--- config.mk ---
export PLATFORM = sky130hd
export DESIGN_NAME = bob_queue
export DESIGN_NICKNAME = d
export VERILOG_FILES = /design/src/rtl/bob_queue.sv
export SDC_FILE = /design/constraint.sdc
export NUM_CORES = 2
export LEC_CHECK = 0
export BUFFER_PORTS_ARGS = -buffer_cell sky130_fd_sc_hd__buf_2
export CAP_MARGIN = 0
export CORE_MARGIN = 2
export CORE_UTILIZATION = 53
export DETAILED_ROUTE_END_ITERATION = 10
export GPL_TIMING_DRIVEN = 0
export PLACE_DENSITY_LB_ADDON = 0.15
export SETUP_SLACK_MARGIN = 0.1
export SLEW_MARGIN = 20
export SYNTH_ARGS = -nofsm -noshare
export SYNTH_HDL_FRONTEND = slang
export SYNTH_SLANG_ARGS = --single-unit
export TNS_END_PERCENT = 10
--- constraint.sdc ---
create_clock -name clock -period 11.3 [get_ports clock]
set_clock_uncertainty 0.15 [all_clocks]
set_input_delay 2.26 -clock clock [delete_from_list [all_inputs] [get_ports clock]]
set_output_delay 2.26 -clock clock [all_outputs]
set_load 0.03 [all_outputs]
--- src/rtl/bob_queue.sv ---
// Branch order buffer: a circular queue with one checkpoint per predicted
// conditional branch. It hands the stored predictor metadata back on a
// mispredict (history repair) and on in-order retirement (table update).
//
// Handshakes: alloc_valid_i / alloc_ready_o is a strict valid/ready pair. An
// entry is written only in a cycle where both are high. alloc_ready_o is
// combinational and never depends on alloc_valid_i. A dropped allocation
// leaves no state behind, and fetch presents it again. rt_req_i / rt_ack_o
// works the same way: the head retires only in a cycle where rt_ack_o is high.
module bob_queue #(
    parameter int DEPTH = 16,
    parameter int PTR_W = $clog2(DEPTH)
) (
    input  logic             clock,
    input  logic             reset_n,
    input  logic             alloc_valid_i,
    input  logic [63:0]      alloc_pc_i,
    input  logic [11:0]      alloc_bhr_i,
    input  logic [9:0]       alloc_lochist_i,
    input  logic             alloc_pred_i,
    input  logic             alloc_ch_we_i,
    input  logic             alloc_ch_ud_i,
    output logic             alloc_ready_o,
    output logic [PTR_W-1:0] alloc_tag_o,
    input  logic             res_valid_i,
    input  logic [PTR_W-1:0] res_tag_i,
    input  logic             res_brdir_i,
    input  logic             flush_i,
    input  logic             rt_req_i,
    output logic             rt_ack_o,
    output logic [PTR_W:0]   count_o,
    output logic [63:0]      bob_pc_r_o,
    output logic [11:0]      bob_bhr_r_o,
    output logic [9:0]       bob_lochist_o,
    output logic             bob_valid_r_o,
    output logic             bob_flush_o,
    output logic             bpd_rt_we_o,
    output logic             bpd_rt_update_o,
    output logic             bpd_rt_brdir_o,
    output logic             bpd_ch_we_o,
    output logic             bpd_ch_brdir_o
);

    // Pointers carry an extra wrap bit so that full and empty are distinct.
    logic [PTR_W:0]   head_q, head_d, tail_q, tail_d;
    logic [DEPTH-1:0] valid_q, valid_d, resolved_q, resolved_d;

    // Checkpoint payload. It needs no reset because valid_q gates every use.
    logic [63:0]      pc_mem      [DEPTH];
    logic [11:0]      bhr_mem     [DEPTH];
    logic [9:0]       lochist_mem [DEPTH];
    logic [DEPTH-1:0] pred_mem, ch_we_mem, ch_ud_mem, dir_mem;

    // Registered report bus to the predictor.
    logic [63:0] rep_pc_q, rep_pc_d;
    logic [11:0] rep_bhr_q, rep_bhr_d;
    logic [9:0]  rep_lochist_q, rep_lochist_d;
    logic        rep_valid_q, rep_valid_d;
    logic        rep_flush_q, rep_flush_d;
    logic        rt_upd_q, rt_upd_d;
    logic        rt_dir_q, rt_dir_d;
    logic        ch_we_q, ch_we_d;
    logic        ch_ud_q, ch_ud_d;

    logic [PTR_W-1:0] head_idx, tail_idx, res_rel;
    logic             full, res_hit, mispredict_now, alloc_fire;
    logic [DEPTH-1:0] younger;

    assign head_idx = head_q[PTR_W-1:0];
    assign tail_idx = tail_q[PTR_W-1:0];
    assign full     = (head_idx == tail_idx) && (head_q[PTR_W] != tail_q[PTR_W]);
    assign count_o  = tail_q - head_q;

    // A resolve to a squashed (invalid) tag is ignored completely.
    assign res_hit        = res_valid_i & valid_q[res_tag_i];
    assign mispredict_now = res_hit & (res_brdir_i != pred_mem[res_tag_i]);

    assign alloc_ready_o = ~full & ~mispredict_now & ~flush_i;
    assign alloc_fire    = alloc_valid_i & alloc_ready_o;
    assign alloc_tag_o   = tail_idx;

    // The resolved bit is registered, so a resolve and a retire of the same entry in one cycle cannot ack.
    assign rt_ack_o = rt_req_i & valid_q[head_idx] & resolved_q[head_idx]
                      & ~mispredict_now & ~flush_i;

    // Position of the resolving branch relative to the head (age order).
    assign res_rel = res_tag_i - head_idx;

    // Mark every slot that is younger than the resolving branch.
    for (genvar g = 0; g < DEPTH; g++) begin : g_younger
        assign younger[g] = (PTR_W'(g) - head_idx) > res_rel;
    end

    // Next-state for the pointers, per-entry flags and report bus. Priority is flush > mispredict > retire.
    always_comb begin
        head_d        = head_q;
        tail_d        = tail_q;
        valid_d       = valid_q;
        resolved_d    = resolved_q;
        rep_pc_d      = '0;
        rep_bhr_d     = '0;
        rep_lochist_d = '0;
        rep_valid_d   = 1'b0;
        rep_flush_d   = 1'b0;
        rt_upd_d      = 1'b0;
        rt_dir_d      = 1'b0;
        ch_we_d       = 1'b0;
        ch_ud_d       = 1'b0;

        if (flush_i) begin
            head_d      = '0;
            tail_d      = '0;
            valid_d     = '0;
            resolved_d  = '0;
            rep_flush_d = 1'b1;
        end else begin
            if (res_hit) begin
                resolved_d[res_tag_i] = 1'b1;
            end

            if (mispredict_now) begin
                // Truncate the queue just after the mispredicted branch. The wrap bit follows from the head.
                tail_d        = head_q + {1'b0, res_rel} + (PTR_W+1)'(1);
                valid_d       = valid_d & ~younger;
                resolved_d    = resolved_d & ~younger;
                rep_flush_d   = 1'b1;
                rep_valid_d   = 1'b1;
                rep_pc_d      = pc_mem[res_tag_i];
                rep_bhr_d     = {bhr_mem[res_tag_i][10:0], res_brdir_i};
                rep_lochist_d = lochist_mem[res_tag_i];
            end else begin
                if (rt_ack_o) begin
                    valid_d[head_idx] = 1'b0;
                    head_d            = head_q + (PTR_W+1)'(1);
                    rep_pc_d          = pc_mem[head_idx];
                    rep_bhr_d         = bhr_mem[head_idx];
                    rep_lochist_d     = lochist_mem[head_idx];
                    rt_upd_d          = 1'b1;
                    rt_dir_d          = dir_mem[head_idx];
                    ch_we_d           = ch_we_mem[head_idx];
                    ch_ud_d           = ch_ud_mem[head_idx];
                end
                if (alloc_fire) begin
                    valid_d[tail_idx]    = 1'b1;
                    resolved_d[tail_idx] = 1'b0;
                    tail_d               = tail_q + (PTR_W+1)'(1);
                end
            end
        end
    end

    // Control state and report registers, cleared asynchronously.
    always_ff @(posedge clock or negedge reset_n) begin
        if (!reset_n) begin
            head_q        <= '0;
            tail_q        <= '0;
            valid_q       <= '0;
            resolved_q    <= '0;
            rep_pc_q      <= '0;
            rep_bhr_q     <= '0;
            rep_lochist_q <= '0;
            rep_valid_q   <= 1'b0;
            rep_flush_q   <= 1'b0;
            rt_upd_q      <= 1'b0;
            rt_dir_q      <= 1'b0;
            ch_we_q       <= 1'b0;
            ch_ud_q       <= 1'b0;
        end else begin
            head_q        <= head_d;
            tail_q        <= tail_d;
            valid_q       <= valid_d;
            resolved_q    <= resolved_d;
            rep_pc_q      <= rep_pc_d;
            rep_bhr_q     <= rep_bhr_d;
            rep_lochist_q <= rep_lochist_d;
            rep_valid_q   <= rep_valid_d;
            rep_flush_q   <= rep_flush_d;
            rt_upd_q      <= rt_upd_d;
            rt_dir_q      <= rt_dir_d;
            ch_we_q       <= ch_we_d;
            ch_ud_q       <= ch_ud_d;
        end
    end

    // Checkpoint payload writes on accepted allocations and on real resolves.
    always_ff @(posedge clock) begin
        if (alloc_fire) begin
            pc_mem[tail_idx]      <= alloc_pc_i;
            bhr_mem[tail_idx]     <= alloc_bhr_i;
            lochist_mem[tail_idx] <= alloc_lochist_i;
            pred_mem[tail_idx]    <= alloc_pred_i;
            ch_we_mem[tail_idx]   <= alloc_ch_we_i;
            ch_ud_mem[tail_idx]   <= alloc_ch_ud_i;
        end
        if (res_hit && !flush_i) begin
            dir_mem[res_tag_i] <= res_brdir_i;
        end
    end

    assign bob_pc_r_o      = rep_pc_q;
    assign bob_bhr_r_o     = rep_bhr_q;
    assign bob_lochist_o   = rep_lochist_q;
    assign bob_valid_r_o   = rep_valid_q;
    assign bob_flush_o     = rep_flush_q;
    assign bpd_rt_we_o     = rt_upd_q;
    assign bpd_rt_update_o = rt_upd_q;
    assign bpd_rt_brdir_o  = rt_dir_q;
    assign bpd_ch_we_o     = ch_we_q;
    assign bpd_ch_brdir_o  = ch_ud_q;

endmodule

# Word level (Yosys, flattened, before mapping)
# Memories as Yosys holds them, arrays and structs flattened.
# Cells that the tools add are included.
dict set report word_totals {
  reg_bits 198
  ram_bits 1376
  inputBits 100
  out_inout_bits 104
  n_memories 3
}
# name words word_bits read_ports rd_ports_with_merged_regs wr line
set mem_list {}
lappend mem_list {pc_mem 16 64 2 0 1 49} ;# logic [63:0] pc_mem [DEPTH];
lappend mem_list {bhr_mem 16 12 2 0 1 50} ;# logic [11:0] bhr_mem [DEPTH];
lappend mem_list {lochist_mem 16 10 2 0 1 51} ;# logic [9:0] lochist_mem [DEPTH];
dict set report op_classes {
  n_addsub 22
  n_lt_le_gt_ge 22
  eq_ne 4
  n_mux 67
  bitwise 21
  reduce_logical 9
}
# op n
set op_table {}
lappend op_table {{2-to-1 mux 64 bit} 3}
lappend op_table {{2-to-1 mux 16 bit} 11}
lappend op_table {{bitwise AND 16 bit} 4}
lappend op_table {{bitwise mux 16 bit} 4}
lappend op_table {{> comparator 4 bit} 16}
lappend op_table {{inverter 16 bit} 3}
lappend op_table {{2-to-1 mux 12 bit} 3}
lappend op_table {{bitwise OR 16 bit} 2}
lappend op_table {{subtractor 4 bit (first input constant)} 8}
lappend op_table {{2-to-1 mux 10 bit} 3}
lappend op_table {{2-to-1 mux 5 bit} 6}
lappend op_table {{binary-select mux 1 bit (select 4 bit)} 7}
lappend op_table {{2-to-1 mux 1 bit} 27}
lappend op_table {{subtractor 3 x 4 -> 4 bit (first input constant)} 4}
lappend op_table {{adder 5 x 1 -> 5 bit (second input constant)} 3}
lappend op_table {{less-than comparator 4 x 5 -> 1 bit (second input constant)} 3}
lappend op_table {{demux 1 bit (select 4 bit)} 3}
lappend op_table {{greater-or-equal comparator 4 x 1 -> 1 bit (second input constant)} 3}
lappend op_table {{bitwise AND 1 bit} 9}
lappend op_table {{subtractor 1 x 4 -> 4 bit (first input constant)} 2}
lappend op_table {{subtractor 2 x 4 -> 4 bit (first input constant)} 2}
lappend op_table {{adder 5 x 4 -> 5 bit} 1}
lappend op_table {{logical AND 1 bit} 5}
lappend op_table {{subtractor 5 bit} 1}
lappend op_table {{9 further kinds} 12}

# Longest topological paths before layout
dict set report depth {
  depth_word 14
  ltp_mapped 16
  ltp_nobuf 12
}

# Least setup slack after synthesis
# OpenSTA, ideal clock, no wires.
dict set report synth_timing {
  path_kind {input to register}
  startpoint {input port res_tag_i[0]}
  endpoint {memory bhr_mem[11][0] (enable)}
  setup_time_ns 0.590
  arrival_time_ns 8.606
  t_required_ns 10.560
  path_slack_ns 1.954
  cell_stages 7
  path_buffers 2
  cell_sequence {buf_2 > mux4_2 > a22oi_1 > nand3_1 > o2111a_1 > buf_4 > nor4_2}
}
dict set report synth_between {
  elab_chain_len 10
}
# item line
set synth_lines {}
lappend synth_lines {{start: declaration} 26} ;# input logic [PTR_W-1:0] res_tag_i,
lappend synth_lines {{binary-select mux 1 bit (select 4 bit) (on tied branches)} {75, 76}}
lappend synth_lines {{2-to-1 mux 1 bit (on tied branches)} {75, 76}}
lappend synth_lines {{bitwise AND 1 bit or inequality test 1 bit (tied branches)} {75, 76}}
lappend synth_lines {{bitwise AND 1 bit (*)} 76} ;# assign mispredict_now = res_hit & (res_brdir_i != pred_mem[res_tag_i]);
lappend synth_lines {{inverter 1 bit (*)} 78} ;# assign alloc_ready_o = ~full & ~mispredict_now & ~flush_i;
lappend synth_lines {{bitwise AND 1 bit (*) (2 in series)} 78}
lappend synth_lines {{bitwise AND 1 bit (*)} 79} ;# assign alloc_fire = alloc_valid_i & alloc_ready_o;
lappend synth_lines {{2-to-1 mux 1 bit (*)} 187} ;# if (alloc_fire) begin
lappend synth_lines {{2-to-1 mux 1 bit (not written as such) (*)} 189} ;# bhr_mem[tail_idx] <= alloc_bhr_i;
lappend synth_lines {{end: declaration} 50}
# Every way passes the cells marked *; elsewhere a longest branch is shown, timed or not. The select of a mux whose other input is x is not followed.

# Worst setup path in the final report
dict set report layout_timing {
  startpoint {input port res_tag_i[1]}
  endpoint {output port rt_ack_o}
}
dict set report layout_between {
  elab_chain_len 7
}
# item line
set layout_lines {}
lappend layout_lines {{binary-select mux 1 bit (select 4 bit) (on tied branches)} {75, 76}}
lappend layout_lines {{2-to-1 mux 1 bit (on tied branches)} {75, 76}}
lappend layout_lines {{bitwise AND 1 bit or inequality test 1 bit (tied branches)} {75, 76}}
lappend layout_lines {{bitwise AND 1 bit (*)} 76}
lappend layout_lines {{inverter 1 bit (*)} 84} ;# & ~mispredict_now & ~flush_i;
lappend layout_lines {{bitwise AND 1 bit (*) (2 in series)} 84}
lappend layout_lines {{end: declaration} 30} ;# output logic rt_ack_o,
# Marked as above.

==> impl_summary.txt <==
----------------------------------------------------
[GRT]
  Total gr overflow ... 0
  Number of antenna violations at the first check in global routing ... 33
  Via count of the first global-routing pass ... 41,985
  Pin count of the biggest net entering global routing ... 73
  Global-route wire length before repair ... 305 mm
  GR Util All Layers ... 0.319

[Route]
  Met3 routed wirelength ... 23.2 mm
  Routed length on met1 ... 78.3 mm
  Highest metal layer with signal wires ... met5
  Detailed-routed wire length on met2 ... 106 mm
  Wirelength per Cell ... 37.3 um
  Initial DRT Pass Iterations ... 5
  Post-DRT Antenna Nets ... 0
  Routed vias/inst ... 7.03
  Vias ... 40,675
  Post-detailed-routing wire length ... 216 mm
  DR iter-0 viols ... 5,817
  DRC errors left ... 0

[Clock network]
  Number of post-CTS setup repair buffers ... 0
  Total of cells resized after clock tree synthesis ... 0
  Total clock buffers created by CTS ... 165
  Insertion delay of the later-clocked pin in the worst-skew pair ... 810 ps
  Maximum root-to-sink buffer count ... 3
  Clock tree root buffer cell ... sky130_fd_sc_hd__clkbuf_16
  Clock transition at path regs ... 60 ps
  Number of H-tree levels ... 4
  Quantity of hold-fixing buffers added after cts ... 0
  CTS sink cnt ... 1,574
  CTS tree ... yes

[Synthesis]
  Synth Cell Area ... 0.0717 sq mm
  Most used standard cell by instance count after synthesis ... sky130_fd_sc_hd__edfxtp_1
  Number of synthesized flops with an enable pin ... 1,440
  Share of synthesized area occupied by flip-flops and latches ... 0.650
  Yosys synthesis warning count ... 0
  Post-synth top area share ... 0.603
  Number of library cell types mapped by synthesis ... 65
  Number of nets in the synthesized netlist ... 3,505
  Post-synthesis async set-or-reset flop share ... 0.0851
  Synth Area per Inst ... 21.4 sq um
  Yosys reg bits ... 1,574
  Most used standard cells in the synthesized netlist ... sky130_fd_sc_hd__edfxtp_1, sky130_fd_sc_hd__mux4_2, sky130_fd_sc_hd__clkbuf_1
  Synth top area cells ... sky130_fd_sc_hd__edfxtp_1, sky130_fd_sc_hd__mux4_2, sky130_fd_sc_hd__dfrtp_1
  Cell type contributing the most total cell area after synthesis ... sky130_fd_sc_hd__edfxtp_1
  Synthesized instance count ... 3,353
  Leading register cell type out of synthesis ... sky130_fd_sc_hd__edfxtp_1

[Worst hold path]
  Worst Hold Class ... reg -> reg
  Hold Path Cell Cnt ... 1

[Cells and area]
  Number of nets in the finished design ... 4,022
  Number of cells in the finished layout apart from fillers ... 5,784
  Syn-to-layout area delta ... 14.6%
  Footprint of the flip-flops and latches ... 0.0466 sq mm
  Fillers ... 9,284
  Share of layout cells above drive strength 1 ... 0.407
  Utilization after layout ... 0.614
  Multi-input logic area ... 0.0237 sq mm

[Timing]
  Setup slack after layout ... 3100 ps
  Hold Vio Cnt, Final ... 0
  Final critical-path required period ... 8200 ps
  Final TNS setup ... 0 ps
  Transition time of the tightest slew-check pin ... 1240 ps
  Final number of setup-violating endpoints ... 0
  Slew HR ... 0.173
  Max Fclk ... 122 MHz
  Final worst path period share ... 0.725
  Unrepaired setup endpoints after global routing ... no
  Pins Over Slew Limit ... 0

[Power and ir drop]
  VDD IR max ... 0.117 mV
  Power density cells ... 151 mW/mm^2
  Static power due to leakage ... 0.0270 uW
  Post-route total power ... 12,400 uW

[Worst setup path]
  Cells on worst reg2reg path ... 14
  Setup crit end kind ... primary output
  Data arrival, critical path ... 5790 ps
  Crit path required time ... 8890 ps
  Startpoint kind of the worst setup timing path ... input pin
  Worst Path Class, Setup ... in -> out
  Worst reg2reg setup slack ... 5560 ps
  Maximum fanout along the worst path ... 10

[Floorplanning]
  Die extent in x ... 372 um
  I/O pins ... 204
  Number of placement rows ... 134
  Die boundary height ... 372 um
  Initial core utilization ... 0.535
  Core ar. ... 0.134 sq mm
  Overall die area ... 0.138 sq mm

[Placed design]
  Placement-stage worst setup slack ... 3260 ps
  Post-DP HPWL ... 140 mm
  RD Place Congestion ... 0.908
  # placed instances ... 5,469
  Number of port buffers ... 203

[Run]
  Max-cap check violation count ... 0

[Outcome]
  Outcome ... finished clean

----------------------------------------------------
-- worst max-delay path, cell delays in order --
cell and delay, ps:
sky130_fd_sc_hd__buf_2 120, sky130_fd_sc_hd__clkbuf_1 730, sky130_fd_sc_hd__mux4_2 440, sky130_fd_sc_hd__a22oi_1 250
sky130_fd_sc_hd__nand3_1 170, sky130_fd_sc_hd__o2111ai_2 280, sky130_fd_sc_hd__nand3_2 730, sky130_fd_sc_hd__buf_2 490
sky130_fd_sc_hd__inv_1 80, sky130_fd_sc_hd__buf_2 190
-- where the power goes --
group          switching, uW  total, uW  internal, uW
sequential              21.4       6430          6410
combinational            382        652           270
clock                   2270       5330          3060
total                   2670      12400          9740
-- metrics by stage --
stage,instance area (sq um),hold slack (ps)
floorplan,71700,367
global placement,75000,388
detailed placement,76900,392
CTS,82100,405
global route,82200,447
finish,82200,419
-- cell usage in the layout, fill, tap and decap left out, types with 18 or more instances in the layout --
| cell type | instances |
|---|---|
| sky130_fd_sc_hd__clkbuf_16 | 170 |
| sky130_fd_sc_hd__mux4_2 | 880 |
| sky130_fd_sc_hd__buf_4 | 40 |
| sky130_fd_sc_hd__clkbuf_2 | 28 |
| sky130_fd_sc_hd__nor2_1 | 24 |
| sky130_fd_sc_hd__buf_2 | 288 |
| sky130_fd_sc_hd__clkbuf_1 | 161 |
| sky130_fd_sc_hd__inv_1 | 95 |
| sky130_fd_sc_hd__nand3_1 | 41 |
| sky130_fd_sc_hd__nor3_1 | 26 |
| sky130_fd_sc_hd__ha_1 | 48 |
| sky130_fd_sc_hd__clkinv_1 | 18 |
| sky130_fd_sc_hd__a21oi_1 | 57 |
| sky130_fd_sc_hd__edfxtp_1 | 1440 |
| sky130_fd_sc_hd__buf_6 | 99 |
| sky130_fd_sc_hd__dfrtp_1 | 134 |
| sky130_fd_sc_hd__clkinv_2 | 26 |
| sky130_fd_sc_hd__o2bb2ai_1 | 60 |
| sky130_fd_sc_hd__nand2_1 | 80 |
-- state kept, by name, indices dropped and copies added, names as in the netlist, 5 cells and up --
| register | count |
|---|---|
| pc_mem | 1024 |
| bhr_mem | 192 |
| lochist_mem | 160 |
| bob_pc_r_o | 64 |
| ch_ud_mem | 16 |
| ch_we_mem | 16 |
| dir_mem | 16 |
| pred_mem | 16 |
| resolved_q | 16 |
| valid_q | 16 |
| bob_bhr_r_o | 12 |
| bob_lochist_o | 10 |
| head_q | 5 |
| tail_q | 5 |
-- layer usage --
| layer | GRT usage | up-vias |
|---|---|---|
| met2 | 0.513 | 2686 |
| met4 | 0.120 | 26 |
| met1 | 0.429 | 21820 |
| met5 | 0 | - |
| li1 | - | 15636 |
| met3 | 0.0744 | 507 |
-- worst paths after layout --
| path | endpoint | start |
|---|---|---|
| worst max-delay path | rt_ack_o | res_tag_i[1] |
| worst min-delay path | valid_q[13] | valid_q[13] |
| worst max register to register | pc_mem[11][41] | head_q[3] |
| worst min register to register | valid_q[13] | valid_q[13] |
| max in group asynchronous | bob_pc_r_o[43] | reset_n |
| min in group asynchronous | resolved_q[13] | reset_n |
-- cell type report --
type	instances	area share
Sequential cell	1574	0.567
Tap cell	1768	0.0269
Antenna cell	9	0.000274
Clock inverter	69	0.00747
Multi-Input combinational cell	1418	0.289
Inverter	107	0.00553
Timing Repair Buffer	350	0.0335
Clock buffer	235	0.0567
Buffer	254	0.0140
-- logic make-up after synthesis --
kind of cell / count (synthesis) / share of synthesized area
DFF: 1574 / 0.650
muxes: 884 / 0.277
xor gates and xnor gates: 23 / 0.00300
adders and majority gates: 56 / 0.0100
and+or+nand+nor: 261 / 0.0193
AOI/OAI and AO/OA: 194 / 0.0205
buffers and inverters: 361 / 0.0208
Note: power is estimated with default switching activity, not from simulation.
